--- src/rtl/mips_pkg.sv ---
// Shared MIPS constants and the fetch-buffer entry type.
package mips_pkg;

  localparam int unsigned     XLEN         = 32;
  localparam logic [XLEN-1:0] INSTR_STEP   = 32'd4;
  localparam logic [XLEN-1:0] RESET_VECTOR = 32'h0000_0000;

  typedef struct packed {
    logic [XLEN-1:0] pc;
    logic [XLEN-1:0] instr;
  } fetch_entry_t;

endpackage

--- src/rtl/pc_fetch_if.sv ---
// Instruction-memory request/response bus and the fetch-to-decode handshake.
interface pc_fetch_if;
  import mips_pkg::*;

  logic            imem_req;
  logic [XLEN-1:0] imem_addr;
  logic            imem_gnt;
  logic            imem_rvalid;
  logic [XLEN-1:0] imem_rdata;
  logic            if_valid;
  logic [XLEN-1:0] if_pc;
  logic [XLEN-1:0] if_instr;
  logic            if_ready;

  modport master (
    output imem_req, imem_addr,
    input  imem_gnt, imem_rvalid, imem_rdata,
    output if_valid, if_pc, if_instr,
    input  if_ready
  );

  modport slave (
    input  imem_req, imem_addr,
    output imem_gnt, imem_rvalid, imem_rdata,
    input  if_valid, if_pc, if_instr,
    output if_ready
  );

endinterface

--- src/rtl/fetch_fifo.sv ---
// Synchronous DEPTH-entry FIFO of {pc, instr} with occupancy count and flush.
// Storage is reset so the head reads as zero out of reset.
module fetch_fifo
  import mips_pkg::*;
#(
  parameter  int unsigned DEPTH = 2,
  localparam int unsigned CW    = $clog2(DEPTH + 1)
) (
  input  logic         clk,
  input  logic         rst,
  input  logic         clr,
  input  logic         push,
  input  fetch_entry_t din,
  input  logic         pop,
  output fetch_entry_t dout,
  output logic [CW-1:0] count
);

  localparam int unsigned PW = (DEPTH > 1) ? $clog2(DEPTH) : 1;

  fetch_entry_t  mem [DEPTH];
  logic [PW-1:0] rd_ptr;
  logic [PW-1:0] wr_ptr;

  function automatic logic [PW-1:0] bump(input logic [PW-1:0] p);
    return (p == PW'(DEPTH - 1)) ? '0 : p + PW'(1);
  endfunction

  // Pointer, count and storage update; flush wins over push/pop.
  always_ff @(posedge clk or posedge rst) begin
    if (rst) begin
      rd_ptr <= '0;
      wr_ptr <= '0;
      count  <= '0;
      for (int unsigned i = 0; i < DEPTH; i++) mem[i] <= '0;
    end else if (clr) begin
      rd_ptr <= '0;
      wr_ptr <= '0;
      count  <= '0;
    end else begin
      if (push) begin
        mem[wr_ptr] <= din;
        wr_ptr      <= bump(wr_ptr);
      end
      if (pop) rd_ptr <= bump(rd_ptr);
      if (push && !pop)      count <= count + CW'(1);
      else if (pop && !push) count <= count - CW'(1);
    end
  end

  assign dout = mem[rd_ptr];

  a_no_overflow:  assert property (@(posedge clk) disable iff (rst)
                    !(push && !pop && !clr && count == CW'(DEPTH)));
  a_no_underflow: assert property (@(posedge clk) disable iff (rst)
                    !(pop && !clr && count == '0));

endmodule

--- src/rtl/pc_fetch.sv ---
// Fetch stage: owns the PC, issues in-order imem requests and buffers returned
// instructions for decode. Optional macro PC_FETCH_ALIGN_CHECK_EN enables the
// sticky misaligned-redirect flag and fetch halt.
module pc_fetch
  import mips_pkg::*;
#(
  parameter logic [XLEN-1:0] RESET_PC = RESET_VECTOR,
  parameter int unsigned     DEPTH    = 2
) (
  input  logic            clk,
  input  logic            rst,
  input  logic            redirect_valid,
  input  logic [XLEN-1:0] redirect_pc,
  output logic            fetch_misalign,
  pc_fetch_if.master      bus
);

  localparam int unsigned CW = $clog2(DEPTH + 1);
  localparam int unsigned SW = CW + 1;
  localparam int unsigned DW = 8;

  logic [XLEN-1:0] pc;
  logic [XLEN-1:0] target;
  logic [DW-1:0]   drop;
  logic [DW-1:0]   drop_next;
  logic [CW-1:0]   buf_count;
  logic [CW-1:0]   pend_count;
  logic            halt;
  logic            issue;
  logic            keep;
  logic            pop;
  logic            credit_ok;
  logic            unused_bits;
  fetch_entry_t    buf_head;
  fetch_entry_t    buf_in;
  fetch_entry_t    pend_head;
  fetch_entry_t    pend_in;

`ifdef PC_FETCH_ALIGN_CHECK_EN
  logic target_bad;
  assign target      = redirect_pc;
  assign target_bad  = |redirect_pc[1:0];
  assign unused_bits = ^pend_head.instr;

  // Misaligned redirect halts fetch until an aligned redirect; flag is sticky.
  always_ff @(posedge clk or posedge rst) begin
    if (rst) begin
      halt           <= 1'b0;
      fetch_misalign <= 1'b0;
    end else if (redirect_valid) begin
      halt           <= target_bad;
      fetch_misalign <= fetch_misalign | target_bad;
    end
  end
`else
  assign target         = {redirect_pc[XLEN-1:2], 2'b00};
  assign unused_bits    = ^{pend_head.instr, redirect_pc[1:0]};
  assign halt           = 1'b0;
  assign fetch_misalign = 1'b0;
`endif

  assign pop   = (buf_count != '0) && bus.if_ready && !redirect_valid;
  assign keep  = bus.imem_rvalid && (drop == '0) && !redirect_valid;
  assign issue = bus.imem_req && bus.imem_gnt;

  // A pop this cycle frees a buffer slot, so it is credited here; this keeps
  // outstanding+count <= DEPTH while sustaining one fetch per cycle.
  assign credit_ok = ({1'b0, pend_count} + {1'b0, buf_count}) < (SW'(DEPTH) + SW'(pop));

  assign bus.imem_req  = !rst && !halt && !redirect_valid && credit_ok;
  assign bus.imem_addr = pc;
  assign bus.if_valid  = (buf_count != '0);
  assign bus.if_pc     = buf_head.pc;
  assign bus.if_instr  = buf_head.instr;

  assign pend_in = '{pc: pc, instr: '0};
  assign buf_in  = '{pc: pend_head.pc, instr: bus.imem_rdata};

  // Program counter: redirect beats sequential advance.
  always_ff @(posedge clk or posedge rst) begin
    if (rst)                 pc <= RESET_PC;
    else if (redirect_valid) pc <= target;
    else if (issue)          pc <= pc + INSTR_STEP;
  end

  // Responses still in flight at a redirect join any earlier pending drops.
  always_comb begin
    drop_next = drop;
    if (bus.imem_rvalid && drop != '0) drop_next = drop - DW'(1);
    if (redirect_valid)
      drop_next = drop_next + DW'(pend_count) - DW'(bus.imem_rvalid && drop == '0);
  end

  // Drop counter register.
  always_ff @(posedge clk or posedge rst) begin
    if (rst) drop <= '0;
    else     drop <= drop_next;
  end

  // Pending-PC queue; its occupancy is the outstanding-request count.
  fetch_fifo #(.DEPTH(DEPTH)) u_pend (
    .clk   (clk),
    .rst   (rst),
    .clr   (redirect_valid),
    .push  (issue),
    .din   (pend_in),
    .pop   (keep),
    .dout  (pend_head),
    .count (pend_count)
  );

  // Instruction buffer feeding decode.
  fetch_fifo #(.DEPTH(DEPTH)) u_ibuf (
    .clk   (clk),
    .rst   (rst),
    .clr   (redirect_valid),
    .push  (keep),
    .din   (buf_in),
    .pop   (pop),
    .dout  (buf_head),
    .count (buf_count)
  );

  a_rsp_expected: assert property (@(posedge clk) disable iff (rst)
                    bus.imem_rvalid |-> (drop != '0 || pend_count != '0));
  a_credit:       assert property (@(posedge clk) disable iff (rst)
                    ({1'b0, pend_count} + {1'b0, buf_count}) <= SW'(DEPTH));

endmodule

--- src/flat_wrapper.sv ---
// flat-port wrapper written by rule: the top's interface ports become plain ports
module pc_fetch_flat import mips_pkg::*;
#(
  parameter logic [XLEN-1:0] RESET_PC = RESET_VECTOR,
  parameter int unsigned     DEPTH    = 2
)
  (clk, rst, redirect_valid, redirect_pc, fetch_misalign, bus_imem_req, bus_imem_addr, bus_imem_gnt, bus_imem_rvalid, bus_imem_rdata, bus_if_valid, bus_if_pc, bus_if_instr, bus_if_ready);
  pc_fetch_if bus_i ();
  input  logic clk;
  input  logic rst;
  input  logic redirect_valid;
  input  logic [XLEN-1:0] redirect_pc;
  output logic fetch_misalign;
  output wire logic [$bits(bus_i.imem_req)-1:0] bus_imem_req;
  output wire logic [$bits(bus_i.imem_addr)-1:0] bus_imem_addr;
  input wire logic [$bits(bus_i.imem_gnt)-1:0] bus_imem_gnt;
  input wire logic [$bits(bus_i.imem_rvalid)-1:0] bus_imem_rvalid;
  input wire logic [$bits(bus_i.imem_rdata)-1:0] bus_imem_rdata;
  output wire logic [$bits(bus_i.if_valid)-1:0] bus_if_valid;
  output wire logic [$bits(bus_i.if_pc)-1:0] bus_if_pc;
  output wire logic [$bits(bus_i.if_instr)-1:0] bus_if_instr;
  input wire logic [$bits(bus_i.if_ready)-1:0] bus_if_ready;
  assign bus_imem_req = bus_i.imem_req;
  assign bus_imem_addr = bus_i.imem_addr;
  assign bus_i.imem_gnt = bus_imem_gnt;
  assign bus_i.imem_rvalid = bus_imem_rvalid;
  assign bus_i.imem_rdata = bus_imem_rdata;
  assign bus_if_valid = bus_i.if_valid;
  assign bus_if_pc = bus_i.if_pc;
  assign bus_if_instr = bus_i.if_instr;
  assign bus_i.if_ready = bus_if_ready;
  pc_fetch #(.RESET_PC(RESET_PC), .DEPTH(DEPTH)) u_core (.clk(clk), .rst(rst), .redirect_valid(redirect_valid), .redirect_pc(redirect_pc), .fetch_misalign(fetch_misalign), .bus(bus_i));
endmodule
--- config.mk ---
export PLATFORM = sky130hd
export DESIGN_NAME = pc_fetch_flat
export DESIGN_NICKNAME = d
export VERILOG_FILES = /design/src/rtl/mips_pkg.sv /design/src/rtl/pc_fetch_if.sv /design/src/rtl/fetch_fifo.sv /design/src/rtl/pc_fetch.sv /design/src/flat_wrapper.sv
export SDC_FILE = /design/constraint.sdc
export NUM_CORES = 1
export LEC_CHECK = 0
export ABC_AREA = 1
export CAP_MARGIN = 0
export CORE_MARGIN = 1
export CORE_UTILIZATION = 55
export CTS_CLUSTER_SIZE = 28
export DETAILED_ROUTE_END_ITERATION = 6
export PLACE_DENSITY = 0.83
export SLEW_MARGIN = 15
export SYNTH_ARGS = -nofsm -noshare
export SYNTH_HDL_FRONTEND = slang
export SYNTH_SLANG_ARGS = --single-unit
--- constraint.sdc ---
create_clock -name clk -period 20.3 [get_ports clk]
set_input_delay 3.045 -clock clk [delete_from_list [all_inputs] [get_ports clk]]
set_output_delay 3.045 -clock clk [all_outputs]
set_load 0.05 [all_outputs]
==> results.md, run 1 <==
- Mean Syn Cell Area: 8.35 um2
- Reg-to-reg endpoint: u_core.drop[7]
- Worst setup SP type: primary input
- CP required: 17260 ps
- Maximum number of pins on one net before global-route repair: 86
- Crit-path leading delay family: buffers and inverters
- Syn Inst Count: 1354
- Sinks on Clock Net: 230
- Max clock buf depth: 3
- Setup Viol. Count Final: 0
- Final Util: 0.682
- Top cell by count, worst path: clkdlybuf4s50_1
- Largest vdd supply drop: 0.0000805 V
- Dpl hpwl: 17100 um
- Post-DP Area: 12900 um2
- All-Layer GR Usage: 0.256
- Via count: 9468
- Layout cells sized above 1: 0.0594
- Final Max Tran Viols: 0
- Slowest-stage cell, CP: clkdlybuf4s50_1
- Cts bufs inserted: 24
- Register bit total from synthesis: 230
- Final Power: 1.78 mW
- Clock period minus worst slack: 8240 ps
- Tcrit/Tclk final: 0.406
- Htree depth: 1
- DRC viols: 0
- Ports: 169
- Clock Latency Late Sink: 510 ps
- Leading area contributor after synthesis: dfrtp_1
- Top-area cell type share of the netlist area: 0.509
- Mapped cell area: 11300 um2
- Most common cell in the synthesized netlist: nand2_1
- Post-synth top cells: nand2_1 (513), dfrtp_1 (230), o21ai_1 (152)
- Worst Path Max Fanout: 85
- Area growth, synth to finish: 21.7%
- CTS root buffer: clkbuf_16
- Grt ovf: 0
- CTS clk-pin slew, worst paths: 60 ps
- Synth cell types: 50
- Crit path cell chain: clkdlybuf4s50_1, inv_8, nand2_1, a21oi_4, clkdlybuf4s50_1
- Initial Utilization: 0.561
- Final wirelength: 26800 um
- Crit path kind: in2out
- Hold-critical path endpoint: u_core.u_ibuf.mem[124]
- Global-route wire length before repair: 44100 um
- Rel. slew slack: 0.343
- Initial DRC Count: 686
- Top_reg_cell synth: dfrtp_1
- Worst hold path type: reg2reg
- Ys Warns: 0
- CTS tree: built
- Design area: 13800 um2
- Max-Cap Viols: 0
- Drt wl/cell: 15.1 um
- Die W: 145 um
- Nets@finish: 1565
- Vias in the first global route: 8888
- Pre-antenna DRT Iters: 5
- Via density: 5.35
- Clk_skew: 9.62 ps
- R2r setup slk: 17450 ps
- Die Y: 145 um
- Critical path endpoint category: output pin
- Cells on worst reg2reg path: 19
- Std-Cell Core Area: 20200 um2
- Remaining antenna violation count: 0
- Final setup TNS: 0 ps
- Resized Gates After CTS: 0
- Port bufs: 161
- RSZ-0062 raised after global routing: no
- Critical Path Max Stage Delay: 830 ps
- Die ar.: 21100 um2
- Outcome: completed
- WHS Path Cells: 2
- Ant diodes: 0
- Synth top area cells: dfrtp_1 (51%), nand2_1 (17%), o21ai_1 (6.7%)
- Setup bufs post-CTS: 0
- Async SR Flop Fraction: 1.00
- Initial antenna violation count: 0
- Max Clk Rate: 121 MHz
- RR Startpoint: u_core.drop[0]
- Routability cong.: 0.938
- Worst-Margin Slew: 986 ps
- Number of synthesized flops with an enable pin: 0
- Pwr Density: 129 nW/um2
- Post-synthesis sequential area ratio: 0.509
- Worst Min Path Start: u_core.u_ibuf.mem[124]
- Final Hold Violating Endpoints: 0
- Row count: 52
- Buffers & Inverters on Critical Path: 3
- Leakage: 6.53 nW
- CP arrival: 5200 ps
- Post-CTS Hold Fix Bufs: 0
- Hold WS: 483 ps
[state kept, by name (all words and copies together) (netlist names)]
register,count
u_core.u_ibuf.mem,124
u_core.u_ibuf.rd_ptr,1
u_core.u_pend.count,2
u_core.drop,8
u_core.u_ibuf.count,2
u_core.u_pend.wr_ptr,1
u_core.bus.imem_addr,30
u_core.u_pend.rd_ptr,1
u_core.u_ibuf.wr_ptr,1
u_core.u_pend.mem,60
[worst max path at each step]
stage	from	endpoint	slack (ps)	depth (start not counted)
after floorplan	rst	bus_imem_req	8290	3
after CTS	rst	bus_imem_req	12000	5
after global routing	rst	bus_imem_req	11830	5
final	rst	bus_imem_req	12060	5
after global placement	rst	bus_imem_req	12040	5
after detailed placement	rst	bus_imem_req	12000	5
[layout by cell type (no fill, tap or decap), types with 3 or more instances in the layout]
cell type / n
nand2_4: 6
clkdlybuf4s50_1: 161
dfrtp_1: 229
clkbuf_16: 25
nand3_1: 32
ha_1: 11
inv_1: 106
a21oi_1: 7
conb_1: 5
mux2i_1: 31
o21ai_0: 44
nand2_1: 513
o21ai_1: 152
inv_2: 4
xor2_1: 28
nor2_2: 5
o21ai_2: 7
clkinvlp_4: 4
buf_4: 8
nor2_1: 26
clkbuf_8: 7
nor4_1: 6
nand3b_1: 3
o211ai_1: 13
nor4_2: 3
o221ai_1: 10
nand4_1: 5
nor3_1: 10
[kinds of logic (layout without fill, tap and decap cells)]
family | count (synthesis) | after routing | synth area share
simple gates | 621 | 621 | 0.228
compound gates | 245 | 245 | 0.120
flops | 230 | 230 | 0.509
buf+inv | 183 | 324 | 0.0761
mux | 31 | 31 | 0.0274
xor+xnor | 30 | 30 | 0.0232
fa+ha+maj | 13 | 13 | 0.0157
other cells | 1 | 5 | 0.000332
[metrics by stage]
stage | instances | setup WS [ps]
after floorplan | 1358 | 8290
after global placement | 1726 | 12040
after detailed placement | 1726 | 12000
after CTS | 1769 | 12000
after global routing | 1769 | 11830
final | 1769 | 12060
[worst min-delay path: cells and delay by family (launching register included)]
family / cells / cell delay [ps]
flops: 1 / 340
simple gates: 1 / 60
compound gates: 1 / 50
[layout make-up]
| type | count | area [um2] |
|---|---|---|
| Clock buffer | 34 | 729 |
| Clock inverter | 9 | 115 |
| Fill cell | 1555 | 6410 |
| Inverter | 112 | 430 |
| Multi-Input combinational cell | 945 | 4720 |
| Sequential cell | 230 | 5760 |
| Tap cell | 270 | 338 |
| Timing Repair Buffer | 169 | 1670 |
[where the power goes]
group | switching [mW] | internal, mW | total [mW]
Clock | 0.182 | 0.277 | 0.459
Sequential | 0.0751 | 0.556 | 0.632
Combinational | 0.454 | 0.233 | 0.687
[layer usage]
layer,vias to the layer above,track usage,share of wire
met3,41,0.0310,0.066
met1,4452,0.374,0.46
met2,362,0.409,0.46
li1,4613,-,-
met4,0,0.0647,0.018
met5,-,0,0
Note: power is estimated with default switching activity, not from simulation.
==> inputs of run 2 (changes only) <==
==> constraint.sdc (replaced) <==
create_clock -name clk -period 8 [get_ports clk]
set_input_delay 1.2 -clock clk [delete_from_list [all_inputs] [get_ports clk]]
set_output_delay 1.2 -clock clk [all_outputs]
set_load 0.05 [all_outputs]
==> run 2 against run 1 <==
Against the previous run:
- combinational power increased to 2.5 times the previous value
- register-to-register slack got worse by 12000 ps
- non-clock buffer count unchanged
- routed wire length decreased by 2.0%
- cell count decreased by 0.17%
- clock-buffer cell count decreased by 3
- utilization decreased by 0.37 points
- total power increased by 150%
- die area unchanged
- sequential cell count unchanged
- clock skew decreased by 4.6 ps
- clock power increased by 140%
==> results.md, run 2 (same netlist as run 1, synthesis figures left out) <==
- Outcome: completed
- Final wirelength: 26300 um (-2.0%)
- Clock Latency Late Sink: 510 ps (about the same)
- Max-Cap Viols: 0 (unchanged)
- Final Max Tran Viols: 0 (unchanged)
- Ports: 169 (unchanged)
- RSZ-0062 raised after global routing: no
- CP required: 6800 ps (-10460 ps)
- Final Hold Violating Endpoints: 0 (unchanged)
- Worst-Margin Slew: 915 ps (-71.0 ps)
- Layout cells sized above 1: 0.0555 (-0.00389)
- Multi-input gate area: 4720 um2 (unchanged)
- Cts bufs inserted: 24 (unchanged)
- Via count: 9440 (-0.30%)
- Post-CTS Hold Fix Bufs: 0 (unchanged)
- Nets@finish: 1565 (unchanged)
- Initial antenna violation count: 0 (unchanged)
- DRC viols: 0 (unchanged)
- Largest register FFs: 124 (unchanged)
- Tcrit/Tclk final: 0.603
- Initial DRC Count: 739 (+7.7%)
- Final setup TNS: 0 ps (unchanged)
- Grt ovf: 0 (unchanged)
- Setup Viol. Count Final: 0 (unchanged)
- Met3 wire length: 1780 um (-0.17%)
- Setup bufs post-CTS: 0 (unchanged)
- Dpl hpwl: 16800 um (-2.0%)
- Crit path kind: in2out
- CTS tree: built
- All-Layer GR Usage: 0.255 (-0.000916)
- Remaining antenna violation count: 0 (unchanged)
- Drt wl/cell: 14.9 um (-1.8%)
- Most frequent cells in the layout: nand2_1 (513), dfrtp_1 (229), clkdlybuf4s50_1 (161)
- Reg area: 5760 um2 (unchanged)
- CTS root buffer: clkbuf_16
- Row count: 52 (unchanged)
- Worst Path Max Fanout: 159 (+87%)
- Htree depth: 1 (unchanged)
- Largest reg by FF count: u_core.u_ibuf.mem
- Clk_skew: 4.99 ps (-4.63 ps)
- WL met2: 12000 um (-2.1%)
- Top sig layer: met4
- Met1 wire length: 12000 um (-1.6%)
- Clock period minus worst slack: 4820 ps
- Port bufs: 161 (unchanged)
- Area growth, synth to finish: 21.0%
- Global-route wire length before repair: 44100 um (-0.19%)
- Max clock buf depth: 3 (unchanged)
- Pwr Density: 323 nW/um2 (+150%)
- Initial Utilization: 0.561 (unchanged)
- Maximum number of pins on one net before global-route repair: 160 (+86%)
- Leakage: 6.49 nW (-0.54%)
- Vias in the first global route: 9049 (+1.8%)
- Pre-antenna DRT Iters: 5 (unchanged)
- CTS clk-pin slew, worst paths: 60 ps (about the same)
- Rel. slew slack: 0.390 (+0.0473)
- Worst setup SP type: primary input
- Sinks on Clock Net: 230 (unchanged)
- Ant diodes: 0 (unchanged)
- Die ar.: 21100 um2 (unchanged)
- Filler instances: 1574 (+1.2%)
- Final Power: 4.42 mW (+150%)
- Commonest non-fill, non-tap cell in the layout: nand2_1
- Critical path endpoint category: output pin
- Std-Cell Core Area: 20200 um2 (unchanged)
- Routability cong.: 0.916 (-2.4%)
- Max Clk Rate: 207 MHz
- Die W: 145 um (unchanged)
- Largest vdd supply drop: 0.000206 V (+160%)
- Worst hold path type: reg2reg
- Die Y: 145 um (unchanged)
- Via density: 5.35 (-0.13%)
- CP arrival: 3620 ps (-1580 ps)
- Resized Gates After CTS: 0 (unchanged)
[run 2: changes by cell type in the layout (fill, tap and decap cells not counted)]
cell,change
inv_8,-2
buf_12,+1
clkinv_2,+3
clkbuf_8,-6
clkbuf_1,+3
buf_4,-1
clkinvlp_4,-1
[run 2: layer usage]
metal,GRT usage,vias up
met5,0,-
met4,0.0684,0
met3,0.0326,33
met2,0.407,382
met1,0.370,4416
li1,-,4609
[run 2: metrics by stage]
stage               hold WS, ps  instances  cell area [um2]   util  setup slack [ps]
floorplan                   452       1358            11300      -              1650
detailed placement          468       1726            12900  0.641              3160
finish                      483       1766            13700  0.678              3180
CTS                         483       1766            13700  0.678              3150
global route                498       1766            13700  0.678              2950
global placement            464       1726            12900  0.641              3170
[run 2: final cells by class]
class,instances,area share
flip-flops and latches,230,0.421
multi-input cells,945,0.345
repair buffers,169,0.123
clock buffers,31,0.0481
inverters,112,0.0312
well taps,270,0.0247
clock inverters,9,0.00759
[run 2: path summary, 6_finish.rpt]
check / depth (start not counted) / to / slack (ps) / from
min reg2reg: 2 / u_core.u_ibuf.mem[125] / 480 / u_core.u_ibuf.mem[125]
min: 2 / u_core.u_ibuf.mem[125] / 480 / u_core.u_ibuf.mem[125]
min in group asynchronous: 3 / u_core.u_ibuf.mem[6] / 1260 / rst
max in group asynchronous: 4 / u_core.u_pend.mem[60] / 5210 / rst
max: 6 / bus_imem_req / 3180 / rst
max reg2reg: 19 / u_core.drop[7] / 5130 / u_core.drop[0]
[run 2: critical path, cell delays in order]
cell,delay [ps]
clkdlybuf4s50_1,440
clkinvlp_4,100
buf_12,540
nand2_1,200
a21oi_4,190
clkdlybuf4s50_1,830
[run 2: power breakdown]
group / total (mW) / switching (mW) / leakage, nW / internal (mW)
Clock: 1.08 / 0.442 / 0.369 / 0.642
Sequential: 1.59 / 0.180 / 3.07 / 1.41
Combinational: 1.74 / 1.15 / 3.05 / 0.592
